File: src/rtl/asg_pkg.sv
// asg_pkg: shared types and constants for the ASG output conditioning path.
// Latency: n/a (declarations only).
// Backpressure: n/a.
// Contents: sample_t (signed sample), slew_state_t (slew FSM states),
//           SMP_MAX / SMP_MIN (full-scale sample limits).
package asg_pkg;

  localparam int ASG_DW = 14;   // DAC sample width
  localparam int ASG_SW = 14;   // slew step width

  typedef logic signed [ASG_DW-1:0] sample_t;

  // Legacy register readback relies on this exact 2-bit encoding.
  typedef enum logic [1:0] {
    TRACK   = 2'd0,
    RAMP_DN = 2'd1,
    PARKED  = 2'd2,
    RAMP_UP = 2'd3
  } slew_state_t;

  localparam sample_t SMP_MAX = {1'b0, {(ASG_DW-1){1'b1}}};   //  8191
  localparam sample_t SMP_MIN = {1'b1, {(ASG_DW-1){1'b0}}};   // -8192

endpackage

File: src/rtl/red_pitaya_asg_slew_step.sv
// red_pitaya_asg_slew_step: one slew-limit step from cur toward tgt, saturated.
// Latency: combinational.
// Backpressure: none.
// Ports: cur   - current registered output sample
//        tgt   - sample to move toward
//        step  - max |change| per cycle, 0 = jump straight to tgt
//        nxt   - next output sample
//        clamped - 1 when the step limit (not tgt) decided nxt
module red_pitaya_asg_slew_step #(
  parameter int DW = 14,
  parameter int SW = 14
) (
  input  logic signed [DW-1:0] cur,
  input  logic signed [DW-1:0] tgt,
  input  logic        [SW-1:0] step,
  output logic signed [DW-1:0] nxt,
  output logic                 clamped
);

  // Wide enough for the full tgt-cur span, any step value, and the sign
  // bit, so neither the difference nor cur +/- step can wrap.
  localparam int AW = ((SW > DW) ? SW : DW) + 2;

  localparam logic signed [AW-1:0] MAX_W = {{(AW-DW+1){1'b0}}, {(DW-1){1'b1}}};
  localparam logic signed [AW-1:0] MIN_W = {{(AW-DW+1){1'b1}}, {(DW-1){1'b0}}};

  logic signed [AW-1:0] cur_w;
  logic signed [AW-1:0] tgt_w;
  logic signed [AW-1:0] step_w;
  logic signed [AW-1:0] diff;
  logic signed [AW-1:0] mag;
  logic signed [AW-1:0] sum;

  always_comb begin
    cur_w   = {{(AW-DW){cur[DW-1]}}, cur};
    tgt_w   = {{(AW-DW){tgt[DW-1]}}, tgt};
    step_w  = {{(AW-SW){1'b0}}, step};
    diff    = tgt_w - cur_w;
    mag     = diff[AW-1] ? -diff : diff;
    sum     = cur_w;
    nxt     = tgt;
    clamped = 1'b0;
    if ((step != '0) && (mag > step_w)) begin
      clamped = 1'b1;
      sum     = diff[AW-1] ? (cur_w - step_w) : (cur_w + step_w);
      // Moving toward an in-range target cannot leave the range; the clamp
      // only guards against the output ever wrapping.
      if (sum > MAX_W)
        nxt = MAX_W[DW-1:0];
      else if (sum < MIN_W)
        nxt = MIN_W[DW-1:0];
      else
        nxt = sum[DW-1:0];
    end
  end

endmodule

File: src/rtl/red_pitaya_asg_slew.sv
// red_pitaya_asg_slew: per-channel slew-rate limiter with ramp-to-zero park.
// Latency: 1 dac_clk from dat_i to dat_o when not limiting.
// Backpressure: none; a new sample is accepted every cycle.
// Ports: dac_clk_i/dac_rstn_i (sync, active low), dat_i sample in,
//        set_step_i max step (0 = bypass), set_park_i park request,
//        dat_o limited sample, slewing_o limiter active, parked_o parked,
//        hist_clr_i/hist_cnt_o slew-cycle counter.
// Build option: define ASG_SLEW_HIST_EN to implement the slew-cycle counter;
//        otherwise hist_cnt_o reads 0 and hist_clr_i is ignored.
module red_pitaya_asg_slew
  import asg_pkg::*;
#(
  parameter int DW = ASG_DW,
  parameter int SW = ASG_SW
) (
  input  logic                 dac_clk_i,
  input  logic                 dac_rstn_i,
  input  logic signed [DW-1:0] dat_i,
  input  logic        [SW-1:0] set_step_i,
  input  logic                 set_park_i,
  output logic signed [DW-1:0] dat_o,
  output logic                 slewing_o,
  output logic                 parked_o,
  input  logic                 hist_clr_i,
  output logic        [31:0]   hist_cnt_o
);

  slew_state_t          state;
  slew_state_t          state_nxt;
  logic signed [DW-1:0] trk_nxt;
  logic signed [DW-1:0] park_nxt;
  logic                 trk_clamp;
  logic                 park_clamp;
  logic signed [DW-1:0] dat_nxt;
  logic                 clamp_nxt;

  // Two candidate steps are evaluated every cycle so that a park request
  // (or its release) redirects the ramp on the very next sample, continuing
  // from the current dat_o without a reversal glitch.
  red_pitaya_asg_slew_step #(.DW(DW), .SW(SW)) u_step_trk (
    .cur     (dat_o),
    .tgt     (dat_i),
    .step    (set_step_i),
    .nxt     (trk_nxt),
    .clamped (trk_clamp)
  );

  red_pitaya_asg_slew_step #(.DW(DW), .SW(SW)) u_step_park (
    .cur     (dat_o),
    .tgt     ('0),
    .step    (set_step_i),
    .nxt     (park_nxt),
    .clamped (park_clamp)
  );

  always_comb begin
    dat_nxt   = set_park_i ? park_nxt   : trk_nxt;
    clamp_nxt = set_park_i ? park_clamp : trk_clamp;
    state_nxt = state;
    if (set_park_i) begin
      // Entering PARKED together with the first zero sample lets parked_o
      // rise on the same cycle dat_o first reads 0.
      state_nxt = (park_nxt == '0) ? PARKED : RAMP_DN;
    end else if (state != TRACK) begin
      // Leaving park: stay in RAMP_UP until the limiter stops clamping.
      state_nxt = trk_clamp ? RAMP_UP : TRACK;
    end
  end

  always_ff @(posedge dac_clk_i) begin
    if (!dac_rstn_i) begin
      state     <= TRACK;
      dat_o     <= '0;
      slewing_o <= 1'b0;
      parked_o  <= 1'b0;
    end else begin
      state     <= state_nxt;
      dat_o     <= dat_nxt;
      slewing_o <= clamp_nxt;
      parked_o  <= (state_nxt == PARKED);
    end
  end

`ifdef ASG_SLEW_HIST_EN
  // Counts cycles on which slewing_o is high; saturates, clear wins.
  always_ff @(posedge dac_clk_i) begin
    if (!dac_rstn_i || hist_clr_i)
      hist_cnt_o <= '0;
    else if (slewing_o && (hist_cnt_o != 32'hFFFF_FFFF))
      hist_cnt_o <= hist_cnt_o + 32'd1;
  end
`else
  logic unused_hist_clr;
  assign unused_hist_clr = hist_clr_i;
  assign hist_cnt_o      = '0;
`endif

endmodule
File: config.mk
export PLATFORM = sky130hd
export DESIGN_NAME = red_pitaya_asg_slew
export DESIGN_NICKNAME = d
export VERILOG_FILES = /design/src/rtl/asg_pkg.sv /design/src/rtl/red_pitaya_asg_slew_step.sv /design/src/rtl/red_pitaya_asg_slew.sv
export SDC_FILE = /design/constraint.sdc
export NUM_CORES = 1
export LEC_CHECK = 0
export ABC_CLOCK_PERIOD_IN_PS = 6500
export CAP_MARGIN = 20
export CORE_MARGIN = 2
export CORE_UTILIZATION = 30
export CTS_CLUSTER_SIZE = 28
export DETAILED_ROUTE_END_ITERATION = 8
export PLACE_DENSITY = 0.5
export SLEW_MARGIN = 40
export SYNTH_ARGS = -nofsm -noshare
export SYNTH_HDL_FRONTEND = slang
export SYNTH_SLANG_ARGS = --single-unit
File: constraint.sdc
create_clock -name dac_clk_i -period 6.5 [get_ports dac_clk_i]
set_input_delay 1.3 -clock dac_clk_i [delete_from_list [all_inputs] [get_ports dac_clk_i]]
set_output_delay 1.3 -clock dac_clk_i [all_outputs]
set_load 0.02 [all_outputs]
* Word level (Yosys, flattened, before mapping)
Index checks and enable logic that the tools add are counted. Widths: inputs -> output; s select.
Operators by class: add/sub/neg operators 6, multiply operators 0, div/mod/pow operators 0, order comparisons 6, equal/unequal tests 1, shift-type cells 0, muxes and demuxes 18, bitwise logic cells 0, reductions and logical operators 5
Operators with widths (number):
- $mux 14 | 7
- $mux 16 | 4
- $gt 16x14->1 const B | 2
- $gt 16x15->1 | 2
- $lt 16x14->1 const B | 2
- $neg 16->16 | 2
- $add 14x15->16 | 1
- $sub 14x15->16 | 1
- $sub 1x14->15 const A | 1
- $sub 14x14->15 | 1
- $logic_not 14->1 | 1
- $reduce_bool 14->1 | 1
- $mux 2 | 4
- $mux 1 | 3
- $eq 2x2->1 const B | 1
- $logic_and 1x1->1 | 2
- $reduce_bool 2->1 | 1
Word-level totals: register bits 18, bits in latches 0, RAM bits 0, ROM bits 0, bits of input ports 32, output and inout port bits 48, logic and storage cells 40, memories kept 0

* Logic depth before layout (Yosys ltp)
Gate-level depths: netlist of run 1.
depth in word-level cells 10, depth in mapped cells 24, gate-level depth less buffers 22

* Modules after synthesis
A second synthesis of run 1 with hierarchy kept.
Second synthesis, totals: cell total of the unflattened synthesis 830, area, all modules 6217.2 um^2
By module, submodules not included:
- red_pitaya_asg_slew_step at u_step_park | times used 1, cells an instance 373, area each 2706.3 um^2, seq. area each 0.0 um^2
- red_pitaya_asg_slew_step at u_step_trk | times used 1, cells an instance 367, area each 2661.3 um^2, seq. area each 0.0 um^2
- red_pitaya_asg_slew | times used 1, cells an instance 90, area each 849.6 um^2, seq. area each 320.3 um^2

* Least setup slack after synthesis of run 1
No wires, ideal clock.
kind input -> register, start in dat_i[0], end reg dat_o[1], library setup time 0.119 ns, arrival 5.567 ns, required time 6.381 ns, slack 0.814 ns, stages on the path 23, buffers on the path 3, cells stage by stage inv_1 ha_1 inv_1 fa_1 a211oi_1 o21ai_0 and2_1 o31a_1 buf_2 buf_1 buf_1 mux2_2 ha_1 nor2b_1 o21a_1 o21a_1 o211ai_1 a21o_1 a311oi_1 a31o_2 nand3_2 a21oi_1 nor3_2
On the way: longest elaborated chain between the ends 7, elaborated cells on any way between the ends 12, classes of those cells 2 x add/sub; 3 x order compare; 6 x mux; 1 x reduce/logical
Ends and longest elaborated chain:
- start, declared | line red_pitaya_asg_slew.sv:18 | input logic signed [DW-1:0] dat_i,
- $sub 14x14->15 (*) | line red_pitaya_asg_slew_step.sv:38 | diff = tgt_w - cur_w;
- $neg 16->16 / $mux 16 (equally long branches) | line red_pitaya_asg_slew_step.sv:39, red_pitaya_asg_slew_step.sv:45
- $mux 16 / $lt 16x14->1 (equally long branches) | line red_pitaya_asg_slew_step.sv:39, red_pitaya_asg_slew_step.sv:50
- $gt 16x15->1 / $mux 14 (equally long branches) | line red_pitaya_asg_slew_step.sv:43, red_pitaya_asg_slew_step.sv:50
- $logic_and 1x1->1 / $mux 14 (equally long branches) | line red_pitaya_asg_slew_step.sv:43, red_pitaya_asg_slew_step.sv:48
- $mux 14 (*) | line red_pitaya_asg_slew_step.sv:43 | if ((step != '0) && (mag > step_w)) begin
- $mux 14 (*) | line red_pitaya_asg_slew.sv:57 | dat_nxt = set_park_i ? park_nxt : trk_nxt;
- end signal, assigned | line red_pitaya_asg_slew.sv:78 | dat_o <= dat_nxt;
- end, declared | line red_pitaya_asg_slew.sv:21 | output logic signed [DW-1:0] dat_o,
Every way passes the cells marked *; elsewhere a longest branch is shown, timed or not. A chain may end at the register's enable or synchronous reset.

* Worst setup path in the final report of run 1
Same ends and word-level chain as after synthesis.

==> results of run 1 <==
tightest hold or removal path, cell delays in order, from the launching register on:
cell     delay [ps]
dfxtp_1         300
buf_4           210
and3_1          240
or3_1           130
a31oi_1          70
synth_stat cells, drive strengths merged, types with 4 or more instances:
library cell / count / area [sq um]
ha: 73 / 913.4
a21oi: 57 / 285.3
nor2: 51 / 191.4
xnor2: 51 / 446.7
nand2: 50 / 187.7
buf: 49 / 359.1
inv: 47 / 176.4
o21ai: 45 / 236.5
nor3: 36 / 222.7
a21o: 20 / 150.1
xor2: 18 / 157.7
dfxtp: 16 / 320.3
nand3: 16 / 85.08
nand4: 14 / 87.58
nor2b: 14 / 87.58
a31oi: 12 / 96.34
mux2i: 11 / 110.1
o21a: 11 / 82.58
or3: 10 / 67.56
a211oi: 9 / 67.56
clkbuf: 9 / 33.78
nor4: 8 / 50.05
and2: 7 / 46.30
and3: 7 / 43.79
a2111oi: 5 / 51.30
nand2b: 5 / 31.28
o211ai: 5 / 37.54
o22ai: 5 / 31.28
o21bai: 4 / 30.03
o31a: 4 / 35.03
o31ai: 4 / 43.79
or2: 4 / 25.02
area by class of cell:
type,count,area (sq um),share of cell area (%)
Multi-Input combinational cell,644,4602,75.93
Timing Repair Buffer,63,588.1,9.703
Sequential cell,16,320.3,5.285
Tap cell,225,281.5,4.645
Inverter,48,180.2,2.973
Clock buffer,4,88.84,1.466
where the power goes:
| group | leakage [nW] | switching, mW | internal (mW) | total (mW) |
|---|---|---|---|---|
| Sequential | 0.133 | 0.103 | 0.144 | 0.247 |
| Clock | 0.0442 | 0.0420 | 0.0937 | 0.136 |
| Combinational | 2.41 | 2.06 | 1.52 | 3.58 |
| Total | 2.58 | 2.21 | 1.76 | 3.97 |
cells by family (layout without fill, tap and decap cells):
group | count (synthesis) | in the layout | synth area share [%]
buf+inv | 106 | 115 | 10.68
mux | 13 | 13 | 2.473
xor+xnor | 69 | 69 | 11.27
fa+ha+maj | 76 | 76 | 18.15
compound gates | 217 | 217 | 27.85
flops | 16 | 16 | 5.972
other cells | 1 | 32 | 0.06991
simple gates | 237 | 237 | 23.54
worst paths after layout:
| kind | start | end | slack, ps | cells past startpoint |
|---|---|---|---|---|
| max | dat_i[0] | dat_o[1] | 520 | 22 |
| min | dat_o[13] | dat_o[13] | 1010 | 4 |
| max reg2reg | dat_o[1] | dat_o[0] | 1110 | 19 |
| min reg2reg | dat_o[13] | dat_o[13] | 1010 | 4 |
state kept, by name (all words and copies together) (netlist names):
name,count
dat_o,14
parked_o,1
slewing_o,1
routing by layer:
metal  vias up  wire length (um)
li1       2702                 -
met4         0               276
met2       135              8486
met3        15               669
met1      2519              8268
met5         -                 0
stage by stage:
step / power [mW] / instances
3_3_place_gp: 3.813 / 996
2_1_floorplan: 2.934 / 766
6_report: 3.965 / 1000
3_5_place_dp: 3.809 / 996
4_1_cts: 3.964 / 1000
5_1_grt: 4.368 / 1000
layout by cell type, fill, tap and decap left out, types with 11 or more instances in the layout:
cell type / count
buf_4: 17
nand2_1: 50
dfxtp_1: 16
a21o_1: 20
inv_1: 47
clkdlybuf4s50_1: 46
ha_1: 73
nor2_1: 51
nand4_1: 14
conb_1: 32
o21a_1: 11
nand3_1: 15
xnor2_1: 51
a21oi_1: 57
nor3_1: 30
mux2i_1: 11
o21ai_0: 42
xor2_1: 18
nor2b_1: 14
==> impl_results.md, run 1 <==
- Outcome: completed
- Max IR drop VDD: between 0.15 and 0.2 mV
- # IOs: 80
- Busiest layer in global routing: met2
- Cell count after synthesis: ~740
- Share of final-layout standard cells stronger than drive strength 1: between 6 and 7%
- Number of sinks handled by clock tree synthesis: 16
- Max frequency: roughly 0.17 GHz
- Total number of nets in the final design: 884
- Post-cts sizing count: 0
- Worst-case setup margin in the final layout: just over 500 ps
- Area of the die: 0.01897 sq mm
- Clock input transition at the sequential cells of the worst setup and hold paths: 50 ps
- Final hold slack: between 1000 and 1500 ps
- Placed cell areas: 0.005972 sq mm
- Seq cells post-synth: 16
- Worst slack after detailed placement: about 260 ps
- Largest clock skew in the final design: around 2.1 ps
- Routability Congestion: roughly 0.89
- Clock root cell: clkbuf_16
- Kind of critical path: in2reg
- Ratio of routed vias to standard cells: about 5.4
- Final setup viols: 0
- Post-CTS setup buffer count: 0
- CP max stage cell: a311oi_1
- Global-route wire length before repair: 27.63 mm
- Unrepaired setup endpoints after global routing: no
- Finished Core Util: around a third
- Filler cell count: 1915
- Pleak: 2.584 nW
- Post-route cell area: roughly 0.006 sq mm
- Port Buffers: 46
- Chip width: 137.7 um
- Most instantiated flip-flop cell in the synthesis netlist: dfxtp_1
- Htree depth: 1
- Area growth syn-to-layout: 12.99%
- Final-report hold violation count: 0
- Number of nets still failing antenna checks after routing: 0
- Number of violations reported at the end of detailed-routing iteration 0: ~330
- Starting utilization of the core area: 30.80%
- Via count of the routed design: approximately 5400
- Post-route DRC: 0
- Data required time of the critical path: roughly 6600 ps
- Number of enable-type register cells in the synthesized netlist: 0
- Total negative setup slack: 0 ps
- Async S/R FF share, synth: 0%
- Total clock buffers created by CTS: 3
- Overflow left after global routing: 0
- Number of max-cap violations: 0
- Routed WL: approximately 18 mm
- Met3 layer usage reported by global route: 0.7726%
- Post-Syn Area: approximately 0.0054 sq mm
- Cell variety after synth: 85
- Worst-case clock buffer depth: 2
- Warning count from the yosys run: 0
- Longest individual stage delay on the worst path: about 550 ps
- Relative slew slack: 46.65%
- Clock tree from TritonCTS: built
- All-Layer GR Usage: 18.84%
- Met1 global-route usage: 25.39%
- Number of global-route vias before repair: around 5100
- Avg Inst Size Synth: between 7 and 8 sq um
- Cell breakdown of the critical path: clkdlybuf4s50_1 > inv_1 > ha_1 > inv_1 > fa_1 > a211oi_1 > buf_4 > o21bai_1 > a2111oi_0 > a311o_1 > or3_4 > o21bai_1 > xnor2_1 > ha_1 > and4_1 > nand3_1 > a21o_1 > a311oi_1 > a31o_2 > nand3_2 > a21oi_1 > nor3_2
- Maximum fanout along the worst path: 10
- Clock insertion delay at the later pin of the skew report: between 200 and 300 ps
- Class of the worst hold path: reg2reg
- Standard-cell row count: between 40 and 50
- Type of element launching the critical path: input pin
- Register area share after synthesis: about 6%
- Antenna fix cells: 0
- Total core area: between 0.015 and 0.02 sq mm
- Largest net degree at the start of global routing: 30
- Worst Setup End Kind: register
- Pre-Repair DR Iteration Count: 5
- Routed length per instance: between 15 and 20 um
- Family of cells with the greatest summed delay on the critical path: compound AO/OA/AOI/OAI gates
- Crit share post-route: a little over 90%
- PwrDens: 654.2 mW/mm^2
- Final count of pins violating max slew: 0
- Worst Path Arrival: 6120 ps
- Initial antenna violation count: 0
- Number of hold buffers added after cts: 0
- Slew @ Worst Pin: around 800 ps
- Vert. Die Dim: 137.7 um
- Final critical-path required period: between 5000 and 6000 ps
- Detailed-placement wirelength estimate: around 15 mm
- Global-route track usage on met2: between 30% and 40%
- Number of buffer and inverter stages on the critical path: 4
(Power assumes the default switching activity.)
==> run 2, diff against run 1 <==
--- a/config.mk
+++ b/config.mk
@@ -5,12 +5,13 @@
 export SDC_FILE = /design/constraint.sdc
 export NUM_CORES = 1
 export LEC_CHECK = 0
-export ABC_CLOCK_PERIOD_IN_PS = 6500
+export ABC_CLOCK_PERIOD_IN_PS = 5600
 export CAP_MARGIN = 20
 export CORE_MARGIN = 2
 export CORE_UTILIZATION = 30
 export CTS_CLUSTER_SIZE = 28
 export DETAILED_ROUTE_END_ITERATION = 8
+export HOLD_SLACK_MARGIN = 0.12
 export PLACE_DENSITY = 0.5
 export SLEW_MARGIN = 40
 export SYNTH_ARGS = -nofsm -noshare
==> constraint.sdc (replaced) <==
create_clock -name dac_clk_i -period 5.6 [get_ports dac_clk_i]
set_input_delay 1.12 -clock dac_clk_i [delete_from_list [all_inputs] [get_ports dac_clk_i]]
set_output_delay 1.12 -clock dac_clk_i [all_outputs]
set_load 0.02 [all_outputs]
==> impl_results.md, run 2 (synthesis results as in run 1) <==
- Crit share post-route: a little over nine tenths
- Longest individual stage delay on the worst path: between 500 and 600 ps
- Unrepaired setup endpoints after global routing: no
- Routability Congestion: between 0.9 and 1
- Number of violations reported at the end of detailed-routing iteration 0: approximately 270
- Number of max-cap violations: 0
- Relative slew slack: between 50 and 60%
- Total number of nets in the final design: 964
- Worst-case clock buffer depth: 2
- Class of the worst hold path: reg2reg
- Clock input transition at the sequential cells of the worst setup and hold paths: 50 ps
- Number of hold buffers added after cts: 0
- Global-route wire length before repair: about 28 mm
- Final-report hold violation count: 0
- Starting utilization of the core area: around 30%
- Worst Path Arrival: 5440 ps
- Cell breakdown of the critical path: clkdlybuf4s50_1 > ha_1 > o21ai_0 > o21ai_4 > and2_4 > o31a_1 > buf_6 > o21bai_1 > xnor2_1 > ha_1 > and4_4 > nand3_4 > a21o_1 > a311oi_2 > buf_4 > a31oi_4 > buf_4 > a32oi_1 > nand2_1
- Clock root cell: clkbuf_16
- Largest net degree at the start of global routing: 29
- Largest register FFs: 14
- Routed length per instance: 17.22 um
- Number of nets still failing antenna checks after routing: 0
- # IOs: 80
- Number of global-route vias before repair: between 5000 and 6000
- Total core area: 0.01742 sq mm
- Kind of critical path: in2reg
- Maximum fanout along the worst path: 6
- Final count of pins violating max slew: 0
- Routed WL: approximately 19 mm
- Standard-cell row count: 48
- Clock insertion delay at the later pin of the skew report: 250 ps
- Filler cell count: between 1500 and 2000
- Area of the die: 0.01897 sq mm
- Slew @ Worst Pin: between 700 and 800 ps
- Clock tree from TritonCTS: built
- Outcome: completed
- Commonest cells after routing, fill and taps aside: buf_4 (92), ha_1 (71), a21oi_1 (54)
- Area growth syn-to-layout: 27.67%
- Pre-Repair DR Iteration Count: 5
- Overflow left after global routing: 0
- Port Buffers: 46
- Antenna fix cells: 0
- Final setup viols: 0
- Via count of the routed design: between 5000 and 6000
- Share of final-layout standard cells stronger than drive strength 1: a little under a fifth
- Final critical-path required period: approximately 5300 ps
- Htree depth: 1
- Total clock buffers created by CTS: 3
- Cell count after placement: roughly 1100
- Data required time of the critical path: 5710 ps
- Max frequency: 0.1876 GHz
- Detailed-placement wirelength estimate: 15.54 mm
- Initial antenna violation count: 0
- Chip width: about 140 um
- Largest regs: dat_o: 14 flops, parked_o: 1 flops, slewing_o: 1 flops
- Most frequent standard cell in the layout excluding fill and tap cells: buf_4
- Number of buffer and inverter stages on the critical path: 4
- All-Layer GR Usage: slightly below 20%
- Ratio of routed vias to standard cells: between 5 and 6
- CP max stage cell: o21ai_0
- Number of standard cells in the layout, taps in and fillers out: between 1000 and 1500
- Vert. Die Dim: around 140 um
- Family of cells with the greatest summed delay on the critical path: compound AO/OA/AOI/OAI gates
- Type of element launching the critical path: input pin
- Post-route DRC: 0
- Largest reg by FF count: dat_o
- Number of sinks handled by clock tree synthesis: 16
- Worst Setup End Kind: register
- Largest clock skew in the final design: approximately 6.7 ps
run 2: cell count changes in the layout (fill, tap and decap cells not counted), moves of 4 or more:
| cell | before | now |
|---|---|---|
| buf_4 | 17 | 92 |
| o21ai_0 | 42 | 30 |
| o21ai_1 | 2 | 6 |
| o21ai_2 | 0 | 7 |
run 2: path summary, 6_finish.rpt:
path	start	to	slack (ps)	depth (start not counted)
worst min-delay path	dat_o[0]	dat_o[0]	1090	5
worst max-delay path	dat_i[3]	dat_o[0]	270	19
worst max register to register	dat_o[0]	dat_o[0]	470	18
worst min register to register	dat_o[0]	dat_o[0]	1090	5
run 2: through the flow:
step / area [sq um] / hold slack [ps] / utilization, % / setup TNS, ps / setup WS (ps)
5_1_grt: 6848 / 1078 / 39.32 / 0 / 13.82
2_1_floorplan: 5480 / 900.4 / - / 0 / 93.94
3_3_place_gp: 6553 / 1050 / 37.62 / -4439 / -344.8
3_5_place_dp: 6559 / 1043 / 37.66 / -4613 / -362.4
6_report: 6848 / 1085 / 39.32 / 0 / 270.6
4_1_cts: 6675 / 1048 / 38.33 / 0 / 0.9925
run 2: layout make-up:
class                           count  area, sq um  share of cell area [%]
Timing Repair Buffer              143         1227                   17.92
Multi-Input combinational cell    644         4763                   69.56
Clock buffer                        3        75.07                   1.096
Tap cell                          225        281.5                   4.111
Inverter                           48        180.2                   2.631
Sequential cell                    16        320.3                   4.678
run 2: repair_timing:
item / in CTS / in global routing
buffers inserted: 2 / 2
setup endpoints to repair: 13 / 15
pin swaps: 4 / 24
hold endpoints to repair: 0 / 0
gates resized for setup: 7 / 45
cloned: 0 / 1
run 2: worst min-delay path, delay by kind of cell (launching register included):
family	cells	cell delay (ps)
adder cells (fa/ha/maj)	1	270
buffers and inverters	1	130
flip-flops	1	370
AND/OR/NAND/NOR	3	230
run 2: per-layer routing:
layer | vias to the layer above | wire, um | track usage [%]
li1 | 2865 | - | -
met1 | 2668 | 8691 | 26.42
met2 | 141 | 8777 | 32.53
met3 | 31 | 565 | 0.6623
met4 | 0 | 547 | 6.406
met5 | - | 0 | 0
Power of run 2 is left out: the tool's default activity adds up to more than one toggle a clock period on the data nets, which glitch-free logic cannot reach.
